$ cat config.mk
export PLATFORM = sky130hd
export DESIGN_NAME = pwm_bank_flat
export DESIGN_NICKNAME = d
export VERILOG_FILES = /design/src/rtl/pwm_bank_if.sv /design/src/rtl/pwm_bank.sv /design/src/flat_wrapper.sv
export SDC_FILE = /design/constraint.sdc
export NUM_CORES = 1
export LEC_CHECK = 0
export CORE_UTILIZATION = 60
export DETAILED_ROUTE_END_ITERATION = 7
export GPL_TIMING_DRIVEN = 1
export PLACE_DENSITY = 0.79
export RECOVER_POWER = 25
export SLEW_MARGIN = 20
export SYNTH_ARGS = -nofsm -noshare
export SYNTH_HDL_FRONTEND = slang
export SYNTH_SLANG_ARGS = --single-unit
$ cat constraint.sdc
create_clock -name clk -period 2.3 [get_ports clk]
set_input_delay 0.46 -clock clk [delete_from_list [all_inputs] [get_ports clk]]
set_output_delay 0.46 -clock clk [all_outputs]
set_load 0.005 [all_outputs]
$ cat src/rtl/pwm_bank_if.sv
// Register-write port of pwm_bank; the SPI peripheral drives the master side.
interface pwm_bank_if #(
    parameter int ADDR_W = 6
);
    logic              wr_en;
    logic [ADDR_W-1:0] wr_addr;
    logic [7:0]        wr_data;

    modport master (output wr_en, wr_addr, wr_data);
    modport slave  (input  wr_en, wr_addr, wr_data);
endinterface

$ cat src/rtl/pwm_bank.sv
// Multi-channel PWM bank with double-buffered duties applied at period wrap.
// Optional prescaler (register 0x04) is built only when PWM_BANK_PRESCALE_EN is defined.
module pwm_bank #(
    parameter int NUM_CH = 16,
    parameter int RES    = 8,
    parameter int ADDR_W = 6
) (
    input  logic              clk,
    input  logic              rst_n,
    pwm_bank_if.slave         bus,
    output logic [NUM_CH-1:0] out,
    output logic              period_tick
);
    localparam logic [RES-1:0]    CNT_MAX   = '1;
    localparam logic [ADDR_W-1:0] DUTY_BASE = ADDR_W'(16);

    logic [NUM_CH-1:0] en_out, en_pwm;
    logic [NUM_CH-1:0] en_out_q, en_pwm_q;
    logic [NUM_CH-1:0] pwm;
    logic [RES-1:0]    cnt;
    logic [RES-1:0]    duty_pend [NUM_CH];
    logic [RES-1:0]    duty_act  [NUM_CH];
    logic              tick, wrap, wrap_q;

`ifdef PWM_BANK_PRESCALE_EN
    logic [7:0] presc, pcnt;
    logic       presc_wr;

    assign presc_wr = bus.wr_en && (bus.wr_addr == ADDR_W'(4));
    assign tick     = (pcnt == presc);

    always_ff @(posedge clk or negedge rst_n) begin
        if (!rst_n) begin
            presc <= '0;
            pcnt  <= '0;
        end else if (presc_wr) begin
            presc <= bus.wr_data;
            pcnt  <= '0;
        end else if (tick) begin
            pcnt <= '0;
        end else begin
            pcnt <= pcnt + 8'd1;
        end
    end
`else
    assign tick = 1'b1;
`endif

    assign wrap = tick && (cnt == CNT_MAX);

    // Each enable byte register covers channels 8*k .. 8*k+7; bits beyond NUM_CH do not exist.
    always_ff @(posedge clk or negedge rst_n) begin
        if (!rst_n) begin
            en_out <= '0;
            en_pwm <= '0;
        end else if (bus.wr_en) begin
            // NOTE: sequential state uses non-blocking assignments so every flop samples pre-edge values.
            for (int c = 0; c < NUM_CH; c++) begin
                if (bus.wr_addr == ADDR_W'(c / 8))     en_out[c] <= bus.wr_data[3'(c)];
                if (bus.wr_addr == ADDR_W'(2 + c / 8)) en_pwm[c] <= bus.wr_data[3'(c)];
            end
        end
    end

    always_ff @(posedge clk or negedge rst_n) begin
        if (!rst_n) begin
            // NOTE: the duty arrays are small control registers, so they are reset like any flop.
            for (int c = 0; c < NUM_CH; c++) begin
                duty_pend[c] <= '0;
                duty_act[c]  <= '0;
            end
        end else begin
            for (int c = 0; c < NUM_CH; c++) begin
                if (wrap) duty_act[c] <= duty_pend[c];
                if (bus.wr_en && (bus.wr_addr == DUTY_BASE + ADDR_W'(c)))
                    duty_pend[c] <= bus.wr_data[7 -: RES];
            end
        end
    end

    always_ff @(posedge clk or negedge rst_n) begin
        if (!rst_n)    cnt <= '0;
        else if (tick) cnt <= cnt + RES'(1);
    end

    always_comb begin
        // NOTE: assign a default before the loop so no path leaves pwm unassigned (no latch).
        pwm = '0;
        for (int c = 0; c < NUM_CH; c++)
            pwm[c] = (duty_act[c] == CNT_MAX) || (cnt < duty_act[c]);
    end

    // Enables pass through one staging flop so an enable write reaches out two clk after its edge.
    always_ff @(posedge clk or negedge rst_n) begin
        if (!rst_n) begin
            en_out_q    <= '0;
            en_pwm_q    <= '0;
            out         <= '0;
            wrap_q      <= 1'b0;
            period_tick <= 1'b0;
        end else begin
            en_out_q    <= en_out;
            en_pwm_q    <= en_pwm;
            out         <= en_out_q & (~en_pwm_q | pwm);
            wrap_q      <= wrap;
            period_tick <= wrap_q;
        end
    end
endmodule

$ cat src/flat_wrapper.sv
// flat-port wrapper written by rule: the top's interface ports become plain ports
module pwm_bank_flat 
#(
    parameter int NUM_CH = 16,
    parameter int RES    = 8,
    parameter int ADDR_W = 6
)
  (clk, rst_n, out, period_tick, bus_wr_en, bus_wr_addr, bus_wr_data);
  pwm_bank_if #(.ADDR_W(ADDR_W)) bus_i ();
  input  logic clk;
  input  logic rst_n;
  output logic [NUM_CH-1:0] out;
  output logic period_tick;
  input wire logic [$bits(bus_i.wr_en)-1:0] bus_wr_en;
  input wire logic [$bits(bus_i.wr_addr)-1:0] bus_wr_addr;
  input wire logic [$bits(bus_i.wr_data)-1:0] bus_wr_data;
  assign bus_i.wr_en = bus_wr_en;
  assign bus_i.wr_addr = bus_wr_addr;
  assign bus_i.wr_data = bus_wr_data;
  pwm_bank #(.NUM_CH(NUM_CH), .RES(RES), .ADDR_W(ADDR_W)) u_core (.clk(clk), .rst_n(rst_n), .bus(bus_i), .out(out), .period_tick(period_tick));
endmodule
==> flow_summary.toml <==
[worst_setup_path]
crit_chain = "clkdlybuf4s50_1, nand3b_4, or3_1, and2b_1, buf_4, mux2_2"
slowest_delay_ns = 0.58
criticalPathCategory = "in -> reg"
end_kind = "register"
r2r_start = "u_core.cnt[4]"
worstPathRequired_ns = 2.61
start_kind = "input pin"
worst_ep_arrival_time_ns = 2.36
crit_slowest_cell = "clkdlybuf4s50_1"
crit_fanout = 4
reg2regPathDepth = 5
critical_path.startpoint = "bus_wr_addr[4]"

[timing]
rsz0062_at_grt = "false"
hold_violations = 0
fin_crit_sh = 0.891
fin_crit_ns = 2.05
relSlewSlack = 0.394
report.final.setup_viol = 0
holdWs_ns = 0.349
fin_worst_skew_ns = 0.00526
tightest_slew_ns = 0.910
slew_violations = 0
fmax_ghz = 0.488

[route]
drt_iter0_drc = 246
vias = 5051
drc = 0
routedWlPerCell_um = 19.7
drt_wl_total_mm = 17.2
via_per_inst = 5.77
drt_pass1_iterations = 5
ant_nets = 0

[power]
finalPower_mw = 6.60
peakVddDrop_mv = 0.545
power_leakage_nw = 4.46
power_density_mw_per_mm2 = 708

[yosys]
syn-instance-count = 626
synth-seq-cells = 178
synth_top_area_share = 0.550
yosys-top-cells-count = "dfrtp_1 (178), mux2_2 (144), inv_1 (73)"
synth_edf_count = 0
syn_area_mm2 = 0.00810
synthTopCellsByArea = "dfrtp_1 (55%), mux2_2 (20%), ha_1 (8.8%), inv_1 (3.4%), o21ai_0 (2.0%)"
synth_ff_type = "dfrtp_1"
yosys.area.top_type = "dfrtp_1"
synthArstFlopShare = 1.00
postSynthAreaPerCell_um2 = 12.9
yosysMostFrequentCell = "dfrtp_1"
ys_types = 32
yosys_warnings = 0
yosysSeqAreaShare = 0.550

[global_routing]
track_usage = 0.272
grt_pass1_wl_mm = 28.2
antenna_found_initial = 0
grt_max_degree = 65
overflow = 0
grt_pass1_vias = 5407

[cts]
clock_sinks = 178
numCtsBuffers = 17
cts_root_buf = "clkbuf_16"
cts_max_level = 4
insertion_delay_ns = 0.43
cts_setup_buffers = 0
clk_pin_slew_ns = 0.06
clock_path_buffers = 2
cts_tree = "done"

[job]
drv_cap = 0

[placement]
dp_hpwl_mm = 11.7
gp_congestion = 0.868
io_buffer_count = 25
dp_cells = 845

[cells_and_area]
final_util = 0.707
register_area_mm2 = 0.00445
drive_gt1_frac = 0.301
syn_to_final_growth_pct = 15.2
antenna_cells = 0
fillers = 882
multi_input_area_mm2 = 0.00327
stdcell_count = 876
num-nets-final = 763

[die]
ioPinCount = 34
die_area_mm2 = 0.0140
coreArea_mm2 = 0.0132
num_rows = 42
dieHeight_um = 118
start_util = 0.614
die_w_um = 118

[min_path]
hold_depth = 0
hp-class = "reg -> reg"
min_from = "u_core.wrap_q"

[outcome]
status = "complete, no violations"
==> path summary, 6_finish.rpt <==
| kind | to | slack [ns] |
|---|---|---|
| setup / recovery | u_core.duty_pend[110] | 0.25 |
| hold / removal | u_core.period_tick | 0.35 |
| setup reg to reg | u_core.duty_act[122] | 0.37 |
| hold reg to reg | u_core.period_tick | 0.35 |
| max in group asynchronous | u_core.duty_act[52] | 0.64 |
| min in group asynchronous | u_core.duty_act[123] | 0.71 |
==> cells in the final DEF, fill, tap and decap left out, drive strengths merged, types with 15 or more instances in the layout <==
cell	count
dfrtp	178
ha	57
clkbuf	27
inv	73
nand3	15
buf	34
mux2	144
o21ai	32
nand2	23
clkdlybuf4s50	24
nand4	16
==> where the power goes <==
group	switching, mW	internal, mW
Clock	1.10	1.59
Combinational	0.192	0.224
Sequential	0.121	3.37
Total	1.42	5.18
==> layer usage <==
layer,global-route usage,vias to the layer above,routed length (um)
met3,0.0526,54,612
met2,0.458,108,8560
met1,0.331,2600,7390
met4,0.147,0,673
li1,-,2289,-
met5,0,-,0
==> stage by stage <==
step	instance area, um2	worst slack (ns)	setup TNS [ns]
2_1_floorplan	8120	0.419	0
3_3_place_gp	8780	-0.116	-2.59
3_5_place_dp	8780	-0.198	-5.13
4_1_cts	9340	0.271	0
5_1_grt	9330	0.202	0
6_report	9330	0.251	0
==> state kept, by name, indices dropped and copies added (netlist names) <==
name and cells:
u_core.cnt 8, u_core.duty_act 64, u_core.duty_pend 64, u_core.en_out 8, u_core.en_out_q 8, u_core.en_pwm 8, u_core.en_pwm_q 8, u_core.out 8
u_core.period_tick 1, u_core.wrap_q 1
==> critical path, delay by kind of cell <==
kind                   cells  cell delay [ns]
buffers and inverters      2             0.72
muxes                      1             0.33
and+or+nand+nor            3             0.84
==> area by class of cell <==
class / instances / share of cell area
inverters: 73 / 0.0294
well taps: 176 / 0.0236
clock inverters: 5 / 0.00563
clock buffers: 25 / 0.0531
multi-input cells: 358 / 0.350
flip-flops and latches: 178 / 0.478
repair buffers: 61 / 0.0605
==> what timing repair did <==
item                                    in CTS  in global routing
hold endpoints to repair                    32                  0
resized for setup                            0                  0
endpoints found under the setup margin       0                  0
hold buffers                                 1                  0
==> kinds of logic (layout without fill, tap and decap cells) <==
| logic type | Yosys count | in the layout | share of synthesized area |
|---|---|---|---|
| buffers and inverters | 97 | 164 | 0.0508 |
| muxes | 144 | 144 | 0.200 |
| xor gates and xnor gates | 6 | 6 | 0.00649 |
| adders and majority gates | 57 | 57 | 0.0881 |
| AOI/OAI and AO/OA | 64 | 64 | 0.0482 |
| DFF | 178 | 178 | 0.550 |
| and+or+nand+nor | 79 | 79 | 0.0556 |
| other | 1 | 8 | 0.000463 |
Note: power is estimated with default switching activity, not from simulation.
==> patch, RTL diff (config.mk and constraints unchanged) <==
Remove the register `out`: a continuous assignment takes its place, so the output `out` follows one clock earlier.
--- a/src/rtl/pwm_bank.sv
+++ b/src/rtl/pwm_bank.sv
@@ -95,16 +95,16 @@
         if (!rst_n) begin
             en_out_q    <= '0;
             en_pwm_q    <= '0;
-            out         <= '0;
             wrap_q      <= 1'b0;
             period_tick <= 1'b0;
         end else begin
             en_out_q    <= en_out;
             en_pwm_q    <= en_pwm;
-            out         <= en_out_q & (~en_pwm_q | pwm);
             wrap_q      <= wrap;
             period_tick <= wrap_q;
         end
     end
+
+    assign out = en_out_q & (~en_pwm_q | pwm);
 endmodule
 
Check against the original RTL: not equivalent (Yosys sat finds a counterexample within 4 cycles, from zero or initial values and one cycle with rst_n low).
==> patch against the original RTL <==
  * The flow now finishes with violations (max-capacitance violations, max-slew violations, negative setup slack)
  * Utilization grew 5.9 points
  * Worst setup slack worse by 440 ps
  * Critical path depth grew 2
  * Final cell count increased by 1.3%
  * Design area grew 4.5%
  * Routed wire length rose by 12%
  * Sequential cell count decreased by 8
  * Clock power is 5% higher
  * Power is 0.55% lower
  * Synthesized area is 2.5% lower
  * Clock skew rose by 0.80 ps
  * Via count rose by 4.3%
  * Critical endpoint is now out[0]
==> patch: results (changes against the original RTL) <==
run_status:
  status: "complete, but fails checks"
  violations: "max-capacitance violations, max-slew violations, negative setup slack"
global_routing:
  met2_usage_pct: 50.3  # +4.5 points
  grt_start_max_net_pins: 62  # -4.6%
  grt_util_met1_pct: 39.5  # +6.4 points
route:
  met2_length_um: 9730  # +14%
  vias: 5269  # +4.3%
  via_per_inst: 5.94  # +3.0%
  drt-met1-wl_um: 8260  # +12%
  drt_wl_total_um: 19300  # +12%
  drt_iter0_markers: 349  # +42%
sta:
  setup_viol: 8  # +8
  slew_viol_final: 61  # +61
  fin_ws_ps: -190  # -441 ps
logic_synthesis:
  synthTopCellsByArea: "dfrtp_1, mux2_2, ha_1"
  yosysSeqAreaShare_pct: 53.9  # -1.1 points
  synthTopCellsByCount: "dfrtp_1, mux2_2, inv_1, ha_1, o21ai_0"
  muxShareOfSynthArea_pct: 20.5  # +0.51 points
  synthXorXnorAreaFrac_pct: 0.665  # +0.016 points
  avgSynthCellArea_um2: 12.8  # -1.2%
place:
  post-place-cells: 852  # +0.83%
  dp_slack_ps: -206  # -8.37 ps
  place_area_um2: 8800  # +0.29%
power_and_ir_drop:
  ir_drop_mv: 0.606  # +11%
  power.switching_mw: 1.44  # +1.8%
cells_and_area:
  drive_gt1_share_pct: 40.7  # +11 points
  n_fill_cell: 750  # -15%
setup_path:
  cp_top_family: "compound AO/OA/AOI/OAI gates"
run:
  maxCapViolCount: 1  # +1
cts:
  cts_resized: 75  # +75
==> patch: cell count changes in the layout (fill, tap and decap cells not counted), sizes merged <==
cell,change
dlygate4sd3,-1
dfrtp,-8
clkbuf,-5
clkdlybuf4s50,-8
buf,+32
clkinv,+3
bufinv,+2
==> patch: final cells by class <==
cell class              instances  area share (%)
clock buffers                  19            4.55
clock inverters                10            1.31
inverters                      73            2.81
multi-input cells             358            37.3
flip-flops and latches        170            43.7
well taps                     172            2.21
repair buffers                 85            8.12
==> patch: worst paths after layout <==
check / slack (ps) / from / cells past startpoint / to
max: -190 / u_core.cnt[6] / 8 / out[0]
max in group asynchronous: 470 / rst_n / 2 / u_core.en_pwm[2]
min in group asynchronous: 410 / rst_n / 1 / u_core.wrap_q
max reg2reg: 310 / u_core.cnt[4] / 7 / u_core.duty_act[106]
min reg2reg: 350 / u_core.wrap_q / 0 / u_core.period_tick
min: 350 / u_core.wrap_q / 0 / u_core.period_tick
